`src/rtl/redraw_pkg.sv`:
```
// Shared constants for the background redraw path: game-state codes, screen geometry and region table.
// No logic or latency; region bounds are guaranteed to lie inside the screen.
package redraw_pkg;

    localparam int SCREEN_W = 320;
    localparam int SCREEN_H = 240;
    localparam int COLOUR_W = 9;
    localparam int ADDR_W   = 17;
    localparam logic [COLOUR_W-1:0] KEY_COLOUR = 9'h000;

    localparam logic [3:0] GS_INITIAL         = 4'd0;
    localparam logic [3:0] GS_UPDATE_BRIDGE_1 = 4'd1;
    localparam logic [3:0] GS_FORMED_BRIDGE_1 = 4'd2;
    localparam logic [3:0] GS_UPDATE_BRIDGE_2 = 4'd3;
    localparam logic [3:0] GS_FORMED_BRIDGE_2 = 4'd4;
    localparam logic [3:0] GS_UPDATE_BRIDGE_3 = 4'd5;
    localparam logic [3:0] GS_FORMED_BRIDGE_3 = 4'd6;
    localparam logic [3:0] GS_UPDATE_PILLAR   = 4'd7;
    localparam logic [3:0] GS_PILLAR_RISED    = 4'd8;
    localparam logic [3:0] GS_FINISHED_GAME   = 4'd9;
    localparam logic [3:0] GS_DRAW_INITIAL    = 4'd10;

    typedef enum logic [2:0] {
        ST_IDLE,
        ST_SETUP,
        ST_SWEEP,
        ST_FLUSH,
        ST_DONE
    } redraw_state_e;

    typedef struct packed {
        logic [8:0] x0;
        logic [7:0] y0;
        logic [8:0] w;
        logic [7:0] h;
        logic [2:0] sel;
    } region_t;

    function automatic logic is_redraw_state(input logic [3:0] gs);
        return (gs == GS_DRAW_INITIAL)    || (gs == GS_UPDATE_BRIDGE_1) ||
               (gs == GS_UPDATE_BRIDGE_2) || (gs == GS_UPDATE_BRIDGE_3) ||
               (gs == GS_UPDATE_PILLAR);
    endfunction

    // Bridge and pillar boxes are placeholders until the art is final.
    function automatic region_t region_lookup(input logic [3:0] gs);
        region_t r;
        r = '0;
        case (gs)
            GS_DRAW_INITIAL: begin
                r.x0 = 9'd0;  r.y0 = 8'd0;  r.w = 9'd320; r.h = 8'd240; r.sel = 3'd0;
            end
            GS_UPDATE_BRIDGE_1: begin
                r.x0 = 9'd0;  r.y0 = 8'd0;  r.w = 9'd8;   r.h = 8'd4;   r.sel = 3'd1;
            end
            GS_UPDATE_BRIDGE_2: begin
                r.x0 = 9'd8;  r.y0 = 8'd4;  r.w = 9'd8;   r.h = 8'd4;   r.sel = 3'd2;
            end
            GS_UPDATE_BRIDGE_3: begin
                r.x0 = 9'd16; r.y0 = 8'd8;  r.w = 9'd8;   r.h = 8'd4;   r.sel = 3'd3;
            end
            GS_UPDATE_PILLAR: begin
                r.x0 = 9'd24; r.y0 = 8'd12; r.w = 9'd8;   r.h = 8'd4;   r.sel = 3'd4;
            end
            default: r = '0;
        endcase
        return r;
    endfunction

endpackage

```
`src/rtl/redraw_addr_gen.sv`:
```
// Raster x/y counters over a rectangular region, frame ROM address (y*320+x) and last-pixel flag.
// Address is combinational from the counters; advances one pixel per step, no backpressure.
module redraw_addr_gen
    import redraw_pkg::*;
(
    input  logic              clock,
    input  logic              resetn,
    input  logic              load,
    input  logic              step,
    input  logic [8:0]        x0,
    input  logic [7:0]        y0,
    input  logic [8:0]        w,
    input  logic [7:0]        h,
    output logic [8:0]        x,
    output logic [7:0]        y,
    output logic [ADDR_W-1:0] addr,
    output logic              last
);

    logic [8:0] rowStart;
    logic [8:0] xEnd;
    logic [7:0] yEnd;

    always_ff @(posedge clock or negedge resetn) begin
        if (!resetn) begin
            x        <= '0;
            y        <= '0;
            rowStart <= '0;
            xEnd     <= '0;
            yEnd     <= '0;
        end else if (load) begin
            x        <= x0;
            y        <= y0;
            rowStart <= x0;
            xEnd     <= x0 + w - 9'd1;
            yEnd     <= y0 + h - 8'd1;
        end else if (step) begin
            if (x == xEnd) begin
                x <= rowStart;
                y <= y + 8'd1;
            end else begin
                x <= x + 9'd1;
            end
        end
    end

    // 320 = 256 + 64, so the row offset is two shifted copies of y.
    assign addr = {1'b0, y, 8'b0} + {3'b0, y, 6'b0} + {8'b0, x};
    assign last = (x == xEnd) && (y == yEnd);

endmodule

```
`src/rtl/background_redraw_ctrl.sv`:
```
// Redraws the background region of each redraw game state from frame ROM, one VGA write per pixel.
// Trigger to doneRedraw is w*h+3 cycles, no backpressure; REDRAW_TRANSPARENT_EN skips KEY_COLOUR pixels.
module background_redraw_ctrl
    import redraw_pkg::*;
(
    input  logic                clock,
    input  logic                resetn,
    input  logic [3:0]          gameState,
    output logic [2:0]          romSel,
    output logic [ADDR_W-1:0]   romAddr,
    input  logic [COLOUR_W-1:0] romData,
    output logic [8:0]          vgaX,
    output logic [7:0]          vgaY,
    output logic [COLOUR_W-1:0] vgaColour,
    output logic                plot,
    output logic                busy,
    output logic                doneRedraw
);

    redraw_state_e stateQ;
    redraw_state_e stateD;

    logic [3:0]        prevState;
    logic              completed;
    logic              plotPending;
    logic              stateChanged;
    logic              redrawReq;
    logic              trigger;
    logic              loadRegion;
    logic              stepPixel;
    logic              lastPixel;
    logic [8:0]        curX;
    logic [7:0]        curY;
    logic [ADDR_W-1:0] curAddr;
    region_t           region;

    assign stateChanged = (gameState != prevState);
    assign redrawReq    = is_redraw_state(gameState);
    // Re-entry without a state change only redraws if the last redraw of this state never finished.
    assign trigger      = redrawReq && (stateChanged || !completed);
    assign region       = region_lookup(gameState);
    assign loadRegion   = (stateQ == ST_SETUP);
    assign stepPixel    = (stateQ == ST_SWEEP);

    redraw_addr_gen u_addr_gen (
        .clock  (clock),
        .resetn (resetn),
        .load   (loadRegion),
        .step   (stepPixel),
        .x0     (region.x0),
        .y0     (region.y0),
        .w      (region.w),
        .h      (region.h),
        .x      (curX),
        .y      (curY),
        .addr   (curAddr),
        .last   (lastPixel)
    );

    always_ff @(posedge clock or negedge resetn) begin
        if (!resetn) begin
            stateQ <= ST_IDLE;
        end else begin
            stateQ <= stateD;
        end
    end

    always_comb begin
        stateD = stateQ;
        unique case (stateQ)
            ST_IDLE: begin
                if (trigger) stateD = ST_SETUP;
            end
            ST_SETUP: begin
                if (stateChanged) stateD = redrawReq ? ST_SETUP : ST_IDLE;
                else              stateD = ST_SWEEP;
            end
            ST_SWEEP: begin
                if (stateChanged)   stateD = redrawReq ? ST_SETUP : ST_IDLE;
                else if (lastPixel) stateD = ST_FLUSH;
            end
            ST_FLUSH: begin
                if (stateChanged) stateD = redrawReq ? ST_SETUP : ST_IDLE;
                else              stateD = ST_DONE;
            end
            ST_DONE: begin
                stateD = ST_IDLE;
            end
            default: stateD = ST_IDLE;
        endcase
    end

    always_ff @(posedge clock or negedge resetn) begin
        if (!resetn) begin
            prevState <= GS_INITIAL;
            completed <= 1'b0;
        end else begin
            prevState <= gameState;
            if (stateChanged)            completed <= 1'b0;
            else if (stateQ == ST_DONE)  completed <= 1'b1;
        end
    end

    always_ff @(posedge clock or negedge resetn) begin
        if (!resetn) begin
            romSel <= '0;
        end else if (loadRegion) begin
            romSel <= region.sel;
        end
    end

    // Coordinates trail the address by one cycle to line up with romData; an abort drops the in-flight pixel.
    always_ff @(posedge clock or negedge resetn) begin
        if (!resetn) begin
            plotPending <= 1'b0;
            vgaX        <= '0;
            vgaY        <= '0;
        end else begin
            plotPending <= stepPixel && !stateChanged;
            if (stepPixel) begin
                vgaX <= curX;
                vgaY <= curY;
            end
        end
    end

`ifdef REDRAW_TRANSPARENT_EN
    assign plot = plotPending && (romData != KEY_COLOUR);
`else
    assign plot = plotPending;
`endif

    assign vgaColour  = plotPending ? romData : '0;
    assign romAddr    = stepPixel ? curAddr : '0;
    assign busy       = (stateQ != ST_IDLE);
    assign doneRedraw = (stateQ == ST_DONE);

endmodule

```
`config.mk`:
```
export PLATFORM = sky130hd
export DESIGN_NAME = background_redraw_ctrl
export DESIGN_NICKNAME = d
export VERILOG_FILES = /design/src/rtl/redraw_pkg.sv /design/src/rtl/redraw_addr_gen.sv /design/src/rtl/background_redraw_ctrl.sv
export SDC_FILE = /design/constraint.sdc
export NUM_CORES = 1
export LEC_CHECK = 0
export CAP_MARGIN = 30
export CORE_UTILIZATION = 47
export DETAILED_ROUTE_END_ITERATION = 8
export PLACE_DENSITY = 0.81
export SYNTH_ARGS = -nofsm -noshare
export SYNTH_HDL_FRONTEND = slang
export SYNTH_SLANG_ARGS = --single-unit
```
`constraint.sdc`:
```
create_clock -name clock -period 2.15 [get_ports clock]
set_input_delay 0.215 -clock clock [delete_from_list [all_inputs] [get_ports clock]]
set_output_delay 0.215 -clock clock [all_outputs]
set_load 0.005 [all_outputs]
```
## After elaboration in Yosys (flattened, before gate mapping)

Index checks and enable logic that the tools add are counted.

| storage, ports and cells | value |
|---|---|
| bits in latches | 0 |
| input bits | 15 |
| output and inout bits | 49 |
| bits in read-only memories | 0 |
| bits in registers | 72 |
| RAM bits | 0 |
| memories | 0 |

| operators by class | value |
|---|---|
| reductions and logical operators | 17 |
| magnitude comparators | 0 |
| shifts and indexed selects | 0 |
| bitwise operators | 0 |
| div/mod/pow operators | 0 |
| muxes and demuxes | 18 |
| equality and inequality tests | 14 |
| $add $sub $neg | 8 |
| multipliers | 0 |

Operators with widths:

| operator | number |
|---|---|
| one-hot mux 33 bit (5 select lines) | 1 |
| two-way mux 9 bit | 4 |
| two-way mux 8 bit | 3 |
| adder 16 x 14 -> 17 bit | 1 |
| adder 17 x 9 -> 17 bit | 1 |
| two-way mux 17 bit | 1 |
| two-way mux 3 bit | 4 |
| one-hot mux 3 bit (4 select lines) | 1 |
| adder 5 x 9 -> 9 bit | 1 |
| adder 9 x 1 -> 9 bit (second input constant) | 1 |
| equality test 9 bit | 1 |
| subtractor 9 x 1 -> 9 bit (second input constant) | 1 |
| adder 8 x 1 -> 8 bit (second input constant) | 1 |
| adder 8 bit | 1 |
| equality test 4 x 3 -> 1 bit (second input constant) | 2 |
| equality test 8 bit | 1 |
| subtractor 8 x 1 -> 8 bit (second input constant) | 1 |
| equality test 3 x 2 -> 1 bit (second input constant) | 2 |
| nonzero test 2 bit | 3 |
| logical OR 1 bit | 5 |
| equality test 4 x 1 -> 1 bit (second input constant) | 1 |
| equality test 4 x 2 -> 1 bit (second input constant) | 1 |
| equality test 4 bit (second input constant) | 1 |
| != test 4 bit | 1 |
| 11 further kinds | 17 |

## Longest topological paths before layout

| logic depth | value |
|---|---|
| depth after elaboration | 8 |
| depth in mapped cells | 9 |
| depth with buffers taken out | 9 |

## By module

From an unflattened synthesis, not the netlist that was laid out.

| second synthesis, totals | value |
|---|---|
| cells, all modules | 538 |
| area, all modules | 5094.9 sq um |

By module, submodules not included:

| module | cells an instance | area each (sq um) | times used |
|---|---|---|---|
| redraw_addr_gen | 425 | 3736.1 | 1 |
| background_redraw_ctrl | 113 | 1358.8 | 1 |

## Worst setup path after synthesis

OpenSTA, ideal clock, no wires.

| timing path | value |
|---|---|
| kind | register to output |
| start point | reg u_addr_gen.y[0] |
| end point | out romAddr[12] |
| path slack | -0.258 ns |
| cell stages (with the launch flop) | 10 |
| arrival time | 2.193 ns |
| path through | dfrtp_1 > inv_1 > fa_1 > inv_1 > ha_1 > a211oi_1 > o21ai_0 > a21oi_1 > xor2_1 > nor2_1 |

| on the way | value |
|---|---|
| longest elaborated chain between the ends | 3 |

Ends and longest elaborated chain:

| item | line | source |
|---|---|---|
| from (decl) | redraw_addr_gen.sv:15 | `output logic [7:0] y,` |
| from (signal assigned) | redraw_addr_gen.sv:33 | `y <= y0;` |
| from (signal assigned) | redraw_addr_gen.sv:40 | `y <= y + 8'd1;` |
| adder 16 x 14 -> 17 bit | redraw_addr_gen.sv:48 | `assign addr = {1'b0, y, 8'b0} + {3'b0, y, 6'b0} + {8'b0, x};` |
| adder 17 x 9 -> 17 bit | redraw_addr_gen.sv:48 |  |
| two-way mux 17 bit | background_redraw_ctrl.sv:134 | `assign romAddr = stepPixel ? curAddr : '0;` |
| to (decl) | background_redraw_ctrl.sv:10 | `output logic [ADDR_W-1:0] romAddr,` |

No other way between the ends.

## Final worst setup path

| timing path | value |
|---|---|
| start point | reg u_addr_gen.y[0] |
| end point | out romAddr[14] |

The elaborated chain is that of the path after synthesis.

==> flow_summary_export.csv <==
group,metric,value,unit
outcome,violations,"negative setup slack",
logic_synthesis,synth_edf_count,0,
global_routing,overflow,0,
sta,rsz0062_at_grt,"yes",
clocking,cts_buffers,9,
sta,tightest_slew,0.623,ns
drt,vias,3351,
logic_synthesis,syn_area,3330,um2
global_routing,antenna_found_initial,0,
global_routing,grt.total_usage,0.273,
critical_path,critPathArrivalTime,2.79,ns
clocking,cts.sinks,57,
pwr,switching_share,0.280,
drt,first_iter_violations,339,
clocking,htreeDepth,3,
sta,setup_slack,-0.852,ns
floorplan,dieHeight,86.1,um
global_routing,grt_first_pass_wirelength,15500,um
drt,drc,0,
critical_path,critPathKind,"flip-flop to output port",
logic_synthesis,seq_area_frac_synth,0.429,
clocking,clk_latency,0.36,ns
sta,fin_tns_setup,-5.04,ns
logic_synthesis,ys_warn_count,0,
sta,period_share,1.40,
global_routing,grt_pass1_vias,3277,
layout,fin_nets,535,
floorplan,core_area,6830,um2
placed_design,dpl.hpwl,6330,um
layout,drive_gt1_frac,0.261,
sta,fin_skew,0.0139,ns
placed_design,placed_area,4480,um2
pwr,p_leak,2.35,nW
placed_design,portBuffers,63,
sta,fin_crit,3.00,ns
logic_synthesis,yosys_register_bits,57,
floorplan,io-pin-count,64,
placed_design,place_inst,559,
logic_synthesis,synth.distinct_cells,47,
floorplan,die_w,86.1,um
pwr,intPower,1.92,mW
pwr,p_per_area,541,nW/um2
logic_synthesis,synthesis.nets,400,
logic_synthesis,async_flop_share,1.00,
critical_path,crit_path_end_kind,"output port",
pwr,netSwitchingPower,0.749,mW
drt,routed_wirelength,10200,um
floorplan,rows,30,
pwr,vdd.ir_drop.worst,0.379,mV
logic_synthesis,avgSynthCellArea,9.27,um2
clocking,clk_path_buf_depth,2,
pwr,clockPowerShare,0.383,
critical_path,start_kind,"flip-flop",
layout,nFillCells,466,
drt,routedWlPerCell,17.2,um
clocking,cts_tree,"done",
sta,hold_violations,0,
floorplan,dieArea,7420,um2
critical_path,cp_cell_sequence,"inv_2 -> fa_2 -> inv_1 -> ha_4 -> a211oi_4 -> o211ai_1 -> nand2_1 -> xor2_1 -> nor2_1 -> dlygate4sd2_1",
sta,final_max_slew_viol_count,0,
critical_path,crit_path_max_incr_delay,0.59,ns
placed_design,place_congestion,0.866,
clocking,cts_root_buf,"clkbuf_8",
logic_synthesis,netlist_instances,359,
layout,area.growth.synth_to_final,48.4,%
pwr,p_comb_frac,0.165,
global_routing,grt_max_degree,26,
pwr,seq_power_share,0.452,
sta,fmax,333,MHz
floorplan,start_util,0.487,
logic_synthesis,yosys.area.top_type_share,0.429,
logic_synthesis,synthTopCellsByArea,"dfrtp_1 43%, ha_1 8.6%, nand2_1 7.1%, and2_1 3.2%, xnor2_1 3.2%",
clocking,path_clk_slew,0.08,ns
critical_path,cp.required,1.93,ns
worst_hold_path,hold_class,"input port to asynchronous set/reset pin",
logic_synthesis,yosysMostFrequentCell,"nand2_1",
critical_path,worstPathMaxFanout,3,
sta,setup_violations,9,
job,maxCapViolCount,0,
drt,vias_per_cell,5.63,
critical_path,slowest_stage,"fa_2",
drt,antenna_left,0,
drt,dr.pass1.iters,6,
logic_synthesis,synth_flop_cell,"dfrtp_1",
layout,diodes,0,
layout,design_area,4940,um2
layout,final_cells,595,
sta,slew_headroom,0.584,
logic_synthesis,synth_top_cell_by_area,"dfrtp_1",
outcome,status,"finished with violations",
logic_synthesis,synth_common_cells,"63 x nand2_1, 57 x dfrtp_1, 27 x nor2_1",
==> metrics by stage <==
step	utilization	hold WS [ns]	setup WS, ns	power, mW
final	0.723	0.398	-0.852	2.67
after global routing	0.723	0.437	-0.912	2.78
after CTS	0.706	0.408	-0.716	2.63
after detailed placement	0.655	0.248	-0.661	1.62
after global placement	0.655	0.243	-0.584	1.60
after floorplan	-	-0.0806	-0.144	1.41
==> area by class of cell <==
type,count,area [um2],share of cell area
clock buffers,11,141,0.0286
repair buffers,136,1190,0.241
clock inverters,5,55.1,0.0112
inverters,15,56.3,0.0114
flip-flops and latches,57,1430,0.290
multi-input cells,275,1940,0.394
well taps,96,120,0.0243
==> final timing paths <==
path	endpoint	cells after the start	startpoint	slack [ns]
max in group asynchronous	stateQ[2]	3	resetn	0.98
max reg2reg	u_addr_gen.y[6]	6	u_addr_gen.x[1]	0.04
min in group clock	vgaY[6]	2	vgaY[6]	0.48
min	u_addr_gen.y[1]	2	resetn	0.40
min reg2reg	vgaY[6]	2	vgaY[6]	0.48
max	romAddr[14]	10	u_addr_gen.y[0]	-0.85
==> layout by cell type, fill, tap and decap left out, types with 12 or more instances in the layout <==
cell / netlist / routed
a21oi_1: 13 / 12
and2_1: 17 / 17
buf_4: 0 / 67
clkdlybuf4s50_1: 0 / 51
dfrtp_1: 57 / 53
ha_1: 23 / 18
nand2_1: 63 / 63
nand3_1: 14 / 14
nor2_1: 27 / 26
o21ai_0: 18 / 14
==> cell families after synthesis <==
logic type	synth area share
AOI/OAI and AO/OA	0.125
xor gates and xnor gates	0.0605
adders and majority gates	0.105
buffers and inverters	0.0331
DFF	0.429
muxes	0.0181
and+or+nand+nor	0.230
==> worst max-delay path: cells and delay by family (launching register included) <==
kind                     cells  cell delay [ns]
AO/OA/AOI/OAI                2             0.39
flip-flops                   1             0.38
buffers and inverters        3             0.38
XOR/XNOR                     1             0.24
AND/OR/NAND/NOR              2             0.21
adder cells (fa/ha/maj)      2             0.82
==> what timing repair did <==
item / CTS / global route
hold buffers: 1 / 0
gates cloned: 1 / 0
setup endpoints to repair: 17 / 21
buffers inserted: 9 / 10
resized for setup: 48 / 14
pin swaps: 22 / 20
endpoints found under the hold margin: 23 / 0
==> layer usage <==
metal	GRT usage	up-vias	share of wire
li1	-	1500	-
met1	0.325	1623	0.39
met2	0.463	177	0.49
met3	0.0741	51	0.075
met4	0.123	0	0.047
met5	0	-	0
==> power by group through the flow <==
stage | Sequential, mW | Clock, mW | Combinational (mW)
floorplan | 1.21 | 0 | 0.199
global placement | 1.21 | 0 | 0.383
detailed placement | 1.22 | 0 | 0.398
CTS | 1.20 | 1.01 | 0.420
global route | 1.21 | 1.09 | 0.480
finish | 1.21 | 1.02 | 0.441
==> state kept, by name (all words and copies together) (netlist names) <==
register and count:
prevState 4, u_addr_gen.rowStart 2, u_addr_gen.x 9, plot 1
vgaX 9, romSel 3, u_addr_gen.xEnd 4, vgaY 8
u_addr_gen.y 8, completed 1, stateQ 3, u_addr_gen.yEnd 5
Power figures use the tool's default switching activity.
